===== config.mk =====
export PLATFORM = sky130hd
export DESIGN_NAME = parallel_lane_packer_flat
export DESIGN_NICKNAME = d
export VERILOG_FILES = /design/src/rtl/parallel_lane_packer_if.sv /design/src/rtl/parallel_lane_packer.sv /design/src/flat_wrapper.sv
export SDC_FILE = /design/constraint.sdc
export NUM_CORES = 1
export LEC_CHECK = 0
export BUFFER_PORTS_ARGS = -buffer_cell sky130_fd_sc_hd__buf_2
export CORE_UTILIZATION = 48
export DETAILED_ROUTE_END_ITERATION = 6
export PLACE_DENSITY = 0.74
export SLEW_MARGIN = 25
export SYNTH_ARGS = -nofsm -noshare
export SYNTH_HDL_FRONTEND = slang
export SYNTH_SLANG_ARGS = --single-unit

===== constraint.sdc =====
create_clock -name clk -period 2.4 [get_ports clk]
set_clock_uncertainty 0.15 [all_clocks]
set_input_delay 0.48 -clock clk [delete_from_list [all_inputs] [get_ports clk]]
set_output_delay 0.48 -clock clk [all_outputs]
set_load 0.02 [all_outputs]

===== src/rtl/parallel_lane_packer_if.sv =====
// Handshake/bus bundle for parallel_lane_packer.
//   master : environment side. Drives in_valid/in_data/in_last/out_stall and
//            observes in_ready and the lane group outputs.
//   slave  : packer side. Mirror of master.
// Signals:
//   in_valid/in_ready/in_data/in_last  serial sample stream with a flush marker
//   out_stall                          downstream back-pressure
//   lanes_out[PAR_FACTOR]              packed group; lane 0 = first beat
//   lanes_en                           one-cycle pulse per delivered group
//   lanes_count                        real (non-pad) lanes in lanes_out
//   lanes_partial                      group was closed early by in_last
interface parallel_lane_packer_if #(
  parameter int PAR_FACTOR = 4,
  parameter int DATA_WIDTH = 4
);
  localparam int CNT_W = $clog2(PAR_FACTOR + 1);

  logic                  in_valid;
  logic                  in_ready;
  logic [DATA_WIDTH-1:0] in_data;
  logic                  in_last;
  logic                  out_stall;
  logic [DATA_WIDTH-1:0] lanes_out [PAR_FACTOR];
  logic                  lanes_en;
  logic [CNT_W-1:0]      lanes_count;
  logic                  lanes_partial;

  modport master (
    output in_valid, in_data, in_last, out_stall,
    input  in_ready, lanes_out, lanes_en, lanes_count, lanes_partial
  );

  modport slave (
    input  in_valid, in_data, in_last, out_stall,
    output in_ready, lanes_out, lanes_en, lanes_count, lanes_partial
  );
endinterface


===== src/rtl/parallel_lane_packer.sv =====
// parallel_lane_packer
// Packs a serial stream of DATA_WIDTH samples into PAR_FACTOR-wide lane
// groups for the parallel accumulator. Each group is presented with a
// one-cycle lanes_en pulse. Groups closed early by in_last are zero-padded
// so the padded lanes add nothing to the downstream sum.
// Ports:
//   clk  clock
//   rst  asynchronous, active-high reset
//   bus  parallel_lane_packer_if.slave (stream input, group output)
// Storage: a fill buffer (fb) collecting the group in progress, and an output
// register (ob) holding the group being presented. Under stall one group
// waits in ob and one complete group may wait in fb; in_ready then drops.
module parallel_lane_packer #(
  parameter int PAR_FACTOR = 4,
  parameter int DATA_WIDTH = 4
) (
  input logic                  clk,
  input logic                  rst,
  parallel_lane_packer_if.slave bus
);

  localparam int CNT_W = $clog2(PAR_FACTOR + 1);
  localparam int IDX_W = $clog2(PAR_FACTOR);
  localparam logic [IDX_W-1:0] LAST_IDX = IDX_W'(PAR_FACTOR - 1);

  typedef logic [DATA_WIDTH-1:0] lane_t;

  // Fill buffer
  lane_t            fb_q [PAR_FACTOR];
  lane_t            fb_d [PAR_FACTOR];
  logic [IDX_W-1:0] cnt_q, cnt_d;
  logic             fb_full_q, fb_full_d;
  logic [CNT_W-1:0] fb_count_q, fb_count_d;
  logic             fb_partial_q, fb_partial_d;

  // Output register
  lane_t            ob_q [PAR_FACTOR];
  lane_t            ob_d [PAR_FACTOR];
  logic             ob_valid_q, ob_valid_d;
  logic [CNT_W-1:0] ob_count_q, ob_count_d;
  logic             ob_partial_q, ob_partial_d;

  // Combinational helpers
  lane_t            grp [PAR_FACTOR];
  logic [CNT_W-1:0] grp_count;
  logic             grp_partial;
  logic             accept;
  logic             lanes_en;
  logic             ob_free;
  logic             at_end;
  logic             complete;

  always_comb begin
    accept      = bus.in_valid && !fb_full_q;
    lanes_en    = ob_valid_q && !bus.out_stall;
    ob_free     = !ob_valid_q || lanes_en;
    at_end      = (cnt_q == LAST_IDX);
    complete    = accept && (at_end || bus.in_last);
    grp_count   = CNT_W'(cnt_q) + CNT_W'(1);
    grp_partial = !at_end;
    // Completed group: stored lanes below the write index, the current beat
    // at the write index, zero padding above it.
    for (int unsigned i = 0; i < PAR_FACTOR; i++) begin
      if (IDX_W'(i) < cnt_q)
        grp[i] = fb_q[i];
      else if (IDX_W'(i) == cnt_q)
        grp[i] = bus.in_data;
      else
        grp[i] = '0;
    end
  end

  // Output register update. A pending fb group has priority; it cannot
  // coincide with a direct load since no beat is accepted while fb is full.
  always_comb begin
    ob_d         = ob_q;
    ob_valid_d   = ob_valid_q;
    ob_count_d   = ob_count_q;
    ob_partial_d = ob_partial_q;
    if (fb_full_q && ob_free) begin
      ob_d         = fb_q;
      ob_valid_d   = 1'b1;
      ob_count_d   = fb_count_q;
      ob_partial_d = fb_partial_q;
    end else if (complete && ob_free) begin
      ob_d         = grp;
      ob_valid_d   = 1'b1;
      ob_count_d   = grp_count;
      ob_partial_d = grp_partial;
    end else if (lanes_en) begin
      ob_valid_d   = 1'b0;
    end
  end

  // Fill buffer update.
  always_comb begin
    fb_d         = fb_q;
    cnt_d        = cnt_q;
    fb_full_d    = fb_full_q;
    fb_count_d   = fb_count_q;
    fb_partial_d = fb_partial_q;
    if (fb_full_q) begin
      if (ob_free) begin
        fb_d         = '{default: '0};
        fb_full_d    = 1'b0;
        fb_count_d   = '0;
        fb_partial_d = 1'b0;
      end
    end else if (complete) begin
      cnt_d = '0;
      if (ob_free) begin
        fb_d = '{default: '0};
      end else begin
        // Park the finished group until ob drains.
        fb_d         = grp;
        fb_full_d    = 1'b1;
        fb_count_d   = grp_count;
        fb_partial_d = grp_partial;
      end
    end else if (accept) begin
      fb_d[cnt_q] = bus.in_data;
      cnt_d       = cnt_q + IDX_W'(1);
    end
  end

  always_ff @(posedge clk or posedge rst) begin
    if (rst) begin
      fb_q         <= '{default: '0};
      cnt_q        <= '0;
      fb_full_q    <= 1'b0;
      fb_count_q   <= '0;
      fb_partial_q <= 1'b0;
      ob_q         <= '{default: '0};
      ob_valid_q   <= 1'b0;
      ob_count_q   <= '0;
      ob_partial_q <= 1'b0;
    end else begin
      fb_q         <= fb_d;
      cnt_q        <= cnt_d;
      fb_full_q    <= fb_full_d;
      fb_count_q   <= fb_count_d;
      fb_partial_q <= fb_partial_d;
      ob_q         <= ob_d;
      ob_valid_q   <= ob_valid_d;
      ob_count_q   <= ob_count_d;
      ob_partial_q <= ob_partial_d;
    end
  end

  assign bus.in_ready      = !fb_full_q;
  assign bus.lanes_en      = lanes_en;
  assign bus.lanes_out     = ob_q;
  assign bus.lanes_count   = ob_count_q;
  assign bus.lanes_partial = ob_partial_q;

endmodule


===== src/flat_wrapper.sv =====
// flat-port wrapper written by rule: the top's interface ports become plain ports
module parallel_lane_packer_flat 
#(
  parameter int PAR_FACTOR = 4,
  parameter int DATA_WIDTH = 4
)
  (clk, rst, bus_in_valid, bus_in_data, bus_in_last, bus_out_stall, bus_in_ready, bus_lanes_out, bus_lanes_en, bus_lanes_count, bus_lanes_partial);
  parallel_lane_packer_if #(.PAR_FACTOR(PAR_FACTOR), .DATA_WIDTH(DATA_WIDTH)) bus_i ();
  input logic clk;
  input logic rst;
  input wire logic [$bits(bus_i.in_valid)-1:0] bus_in_valid;
  input wire logic [$bits(bus_i.in_data)-1:0] bus_in_data;
  input wire logic [$bits(bus_i.in_last)-1:0] bus_in_last;
  input wire logic [$bits(bus_i.out_stall)-1:0] bus_out_stall;
  output wire logic [$bits(bus_i.in_ready)-1:0] bus_in_ready;
  output wire logic [$bits(bus_i.lanes_out)-1:0] bus_lanes_out;
  output wire logic [$bits(bus_i.lanes_en)-1:0] bus_lanes_en;
  output wire logic [$bits(bus_i.lanes_count)-1:0] bus_lanes_count;
  output wire logic [$bits(bus_i.lanes_partial)-1:0] bus_lanes_partial;
  assign bus_i.in_valid = bus_in_valid;
  assign bus_i.in_data = bus_in_data;
  assign bus_i.in_last = bus_in_last;
  assign bus_i.out_stall = bus_out_stall;
  assign bus_in_ready = bus_i.in_ready;
  assign bus_lanes_out = {>>{bus_i.lanes_out}};
  assign bus_lanes_en = bus_i.lanes_en;
  assign bus_lanes_count = bus_i.lanes_count;
  assign bus_lanes_partial = bus_i.lanes_partial;
  parallel_lane_packer #(.PAR_FACTOR(PAR_FACTOR), .DATA_WIDTH(DATA_WIDTH)) u_core (.clk(clk), .rst(rst), .bus(bus_i));
endmodule

# Yosys cells after proc, flatten, opt, wreduce, memory -nomap -nowiden
# Index checks and enable logic that the tools add are counted.
totals:
  register_bits: 44
  latch_bits: 0
  ram_bits: 0
  rom_bits: 0
  inputBits: 9
  output_inout_bits: 22
  wordCells: 90
  n_memories: 0
op_classes:
  add_sub_neg: 2
  mul: 0
  n_div: 0
  magnitude_cmp: 6
  eq_ne: 6
  shift: 0
  n_mux: 38
  n_bitwise: 2
  reduce_logical: 21
ops:
  columns: ["operator", "n"]
  rows:
  - ["$mux W16", 7]
  - ["$mux W4", 9]
  - ["$mux W3", 6]
  - ["$bwmux W16", 1]
  - ["$mux W1", 12]
  - ["$demux W4 S2", 1]
  - ["$logic_and A1 B1 Y1", 6]
  - ["$reduce_bool A2 Y1", 3]
  - ["$reduce_bool A3 Y1", 2]
  - ["$eq A2 B2 Y1 const A", 2]
  - ["$logic_not A1 Y1", 4]
  - ["$lt A1 B2 Y1 const A", 2]
  - ["$lt A2 B2 Y1 const A", 2]
  - ["$mux W2", 2]
  - ["$reduce_and A2 Y1", 2]
  - ["$add A2 B1 Y3 const B", 1]
  - ["$ge A3 B3 Y1 const B", 1]
  - ["$lt A3 B1 Y1 const B", 1]
  - ["$not A2 Y3", 1]
  - ["$reduce_and A3 Y1", 1]
  - ["$add A2 B1 Y2 const B", 1]
  - ["$eq A1 B2 Y1 const A", 1]
  - ["$eq A2 B2 Y1 const B", 1]
  - ["$logic_not A2 Y1", 1]
  - ["other kinds (4)", 5]

# Logic depth before layout (Yosys ltp)
depth:
  depth_word: 9
  depth_mapped: 7
  ltp_nobuf: 6

# Worst setup path before layout
# No wires, ideal clock.
synth_timing:
  kind: "register to register"
  from: "register u_core.cnt_q[0]"
  to: "register u_core.fb_q[8] in the netlist's numbering"
  setup_time_ns: 0.135
  arrival_ns: 1.541
  required_time_ns: 2.115
  setup_slack_ns: 0.574
  path_stages_with_launch: 8
  path_buffers: 2
  synth_period_minus_slack_ns: 1.826
  cell_sequence: "dfrtp_1 -> ha_1 -> o21a_1 -> and3_1 -> buf_6 -> buf_6 -> a211oi_1 -> a21oi_1"
synth_between:
  elab_chain_len: 9
  word_cells_on_any_way: 20
  cone_classes: "order compare (3); eq/ne (2); mux (9); bitwise (1); reduce/logical (5)"
synth_lines:
  columns: ["element", "line", "source"]
  rows:
  - ["start, declared", "parallel_lane_packer.sv:31", "logic [IDX_W-1:0] cnt_q, cnt_d;"]
  - ["start signal, assigned", "parallel_lane_packer.sv:139", "cnt_q <= cnt_d;"]
  - ["$not A2 Y3 (implied by the code)", "parallel_lane_packer.sv:121", "fb_d[cnt_q] = bus.in_data;"]
  - ["$ge A3 B3 Y1 (implied by the code) or $lt A3 B1 Y1 (tied branches)", "parallel_lane_packer.sv:121", null]
  - ["$logic_and A1 B1 Y1 (implied by the code)", "parallel_lane_packer.sv:121", null]
  - ["$mux W4 (implied by the code)", "parallel_lane_packer.sv:121", null]
  - ["$demux W4 S2", "parallel_lane_packer.sv:121", null]
  - ["$bwmux W16", "parallel_lane_packer.sv:121", null]
  - ["$mux W16", "parallel_lane_packer.sv:120", "end else if (accept) begin"]
  - ["$mux W16", "parallel_lane_packer.sv:109", "end else if (complete) begin"]
  - ["$mux W16", "parallel_lane_packer.sv:102", "if (fb_full_q) begin"]
  - ["end signal, assigned", "parallel_lane_packer.sv:128", "fb_q <= '{default: '0};"]
  - ["end signal, assigned", "parallel_lane_packer.sv:138", "fb_q <= fb_d;"]
  - ["end, declared", "parallel_lane_packer.sv:29", "lane_t fb_q [PAR_FACTOR];"]
# Parallel ways exist; a longest one is shown, timed or not. The select of a mux whose other input is x is not followed.
# A chain may end at the register's enable or synchronous reset.

# Final worst setup path
layout_timing:
  from: "register u_core.cnt_q[0]"
  to: "register u_core.fb_q[9] in the netlist's numbering"
# The elaborated chain is that of the path after synthesis.

==> impl_metrics.json <==
{
  "slowest_stage": "dfrtp_1",
  "maxSlewViolCount": 0,
  "ys.flop_type": "dfrtp_1",
  "insertedDiodeCount": 0,
  "synth-edff-count": 0,
  "worstMarginPinSlew_ns": 0.7453,
  "overflow": 0,
  "min_path_type": "in2async",
  "start_kind": "flip-flop",
  "tritoncts": "yes",
  "grt_max_degree": 26,
  "place.gp.congestion": 0.8264,
  "clk_latency_ns": 0.30,
  "hold_violations": 0,
  "grt_first_pass_wirelength_um": 8521,
  "fp.dieW_um": 70.46,
  "cp.depth": 6,
  "numCtsBuffers": 5,
  "crit_path_max_incr_delay_ns": 0.43,
  "maxCapViolCount": 0,
  "critPathKind": "reg2reg",
  "end_kind": "flip-flop",
  "setup_tns_ns": 0,
  "post-route-drc-count": 2,
  "drt-wirelength-per-cell_um": 15.55,
  "p_switching_mw": 0.8175,
  "layout.cells.non_filler": 326,
  "comb_power_share_pct": 32.5,
  "vias": 1896,
  "crit_buf_inv": 1,
  "fmax_ghz": 0.4936,
  "avgSynthCellArea_um2": 9.413,
  "p_seq_share_pct": 45.5,
  "p_leak_nw": 1.260,
  "clk_pin_slew_worst_paths_ns": 0.08,
  "violations": "DRC",
  "grt_use_total_pct": 22.22,
  "drive_gt1_share_pct": 22.26,
  "holdBufCountCts": 0,
  "ios": 31,
  "vias_per_cell": 5.816,
  "cts_resized": 0,
  "start_util_pct": 50.62,
  "ff2ff_path_depth": 6,
  "finalWorstPathRequiredPeriod_ns": 2.026,
  "path_max_fanout": 11,
  "dr.pass1.iters": 6,
  "setup_viol": 0,
  "syn-cell-area_um2": 2250,
  "syn_nets": 254,
  "rows": 24,
  "synth_async_sr_flop_share_pct": 100.0,
  "dieArea_um2": 4965,
  "ys_ff_latch": 44,
  "cp_top_family": "compound AO/OA/AOI/OAI gates",
  "grt_pass1_vias": 1790,
  "portBuffers": 30,
  "antenna_left": 0,
  "syn_inst": 239,
  "grt_antenna_before_repair": 0,
  "fin_util_pct": 57.60,
  "clock-sinks": 44,
  "clockBufferDepth": 2,
  "die_h_um": 70.46,
  "routed_wl_um": 5070,
  "area_delta_synth_final_pct": 13.79,
  "cts_root_buffer": "clkbuf_8",
  "swShare_pct": 36.69,
  "rsz0062_at_grt": "no",
  "hold_slack_ns": 0.05511,
  "cellPowerDensity_nw_per_um2": 870.5,
  "pwr-share-clk_pct": 21.9,
  "cts_setup_buffers": 0,
  "drtIter0Drc": 103,
  "relSlewSlack_pct": 50.00,
  "p_int_mw": 1.411,
  "dp_hpwl_um": 3560,
  "status": "finished, violations left",
  "worst_ep_arrival_time_ns": 2.10,
  "ys_types": 38,
  "core_area_um2": 4444,
  "path_cells": "ha_1 > or2_1 > buf_4 > o21ai_2 > a211oi_1 > a21oi_1",
  "period_share_pct": 84.41,
  "nNetsFinal": 288,
  "htreeDepth": 2,
  "yosysSeqAreaShare_pct": 48.94,
  "yosysWarnings": 0,
  "vdd_drop_max_mv": 0.4463,
  "worstPathRequired_ns": 2.47,
  "dp.cells": 318
}
path summary, 6_finish.rpt:
check | startpoint | end | slack, ns
worst min register to register | u_core.fb_q[2] | u_core.bus.lanes_out[2] | 0.33
worst min-delay path | rst | u_core.bus.lanes_count[1] | 0.06
max in group asynchronous | rst | u_core.fb_q[1] | 1.52
min in group clk | u_core.fb_q[2] | u_core.bus.lanes_out[2] | 0.33
worst max register to register | u_core.cnt_q[0] | u_core.fb_q[9] | 0.37
worst max-delay path | u_core.cnt_q[0] | u_core.fb_q[9] | 0.37
synthesized netlist by cell type (2+ instances only):
library cell / number / area share (%)
o21a_1: 2 / 0.67
a211oi_2: 2 / 1.1
dfrtp_1: 44 / 49
o21ai_2: 3 / 1.2
a32o_1: 4 / 1.8
a21oi_1: 20 / 4.4
o21ai_0: 15 / 3.3
buf_2: 6 / 1.3
a22o_1: 4 / 1.6
buf_4: 2 / 0.67
a32oi_1: 7 / 2.7
a22oi_1: 8 / 2.7
buf_6: 4 / 2.0
nand2_1: 62 / 10
o22ai_1: 2 / 0.56
ha_1: 6 / 3.3
nand3_1: 10 / 2.2
inv_1: 8 / 1.3
nor2_1: 3 / 0.50
clkbuf_1: 2 / 0.33
a211oi_1: 8 / 2.7
layout make-up:
cell class                      count  area (um2)
Timing Repair Buffer               41       245.2
Sequential cell                    44        1101
Inverter                            9       33.78
Multi-Input combinational cell    172        1017
Fill cell                         396        1884
Clock inverter                      2       15.01
Tap cell                           52       65.06
Clock buffer                        6       82.58
layout by cell type, fill, tap and decap left out, types with 4 or more instances in the layout:
master	synthesis	layout
clkbuf_8	0	6
a32oi_1	7	7
ha_1	6	6
nand2_1	62	62
nand3_1	10	10
a22oi_1	8	8
a32o_1	4	4
a21oi_1	20	20
a211oi_1	8	8
buf_4	2	10
buf_2	6	30
o21ai_0	15	15
inv_1	8	7
a22o_1	4	4
dfrtp_1	44	44
state kept, by name, indices dropped and copies added, names as in the netlist:
name and flops:
u_core.bus.lanes_out 16, u_core.fb_q 16, u_core.bus.lanes_count 3, u_core.fb_count_q 3
u_core.cnt_q 2, u_core.bus.lanes_partial 1, u_core.fb_full_q 1, u_core.fb_partial_q 1
u_core.ob_valid_q 1
metal layers:
layer,part of all wire (%),track usage [%],wire [um],vias up
met4,0.93,6.122,47,0
met5,0,0,0,-
met1,47,30.39,2393,906
met2,47,35.17,2370,57
li1,-,-,-,928
met3,5.1,5.483,259,5
power by group through the flow:
| stage | combinational, mW | sequential [mW] | clock, mW |
|---|---|---|---|
| 3_5_place_dp | 0.721 | 1.03 | 0 |
| 6_report | 0.724 | 1.02 | 0.489 |
| 2_1_floorplan | 0.397 | 1.13 | 0 |
| 3_3_place_gp | 0.710 | 1.02 | 0 |
| 4_1_cts | 0.726 | 1.02 | 0.500 |
| 5_1_grt | 0.801 | 1.04 | 0.526 |
per-stage QoR:
stage          power [mW]  worst slack [ns]  cell area, um2
2_1_floorplan       1.528            0.5743            2250
3_3_place_gp        1.735            0.4702            2462
3_5_place_dp        1.750            0.4219            2462
4_1_cts             2.241            0.3878            2560
5_1_grt             2.368            0.1727            2560
6_report            2.228            0.3741            2560
cell families after synthesis:
logic type                 after synthesis  synth area share, %
DFF                                     44                48.94
AOI/OAI and AO/OA                       82                25.53
buffers and inverters                   23                5.840
adders and majority gates                6                3.337
and+or+nand+nor                         84                16.35
No activity file was read; power rests on OpenSTA's default activity.
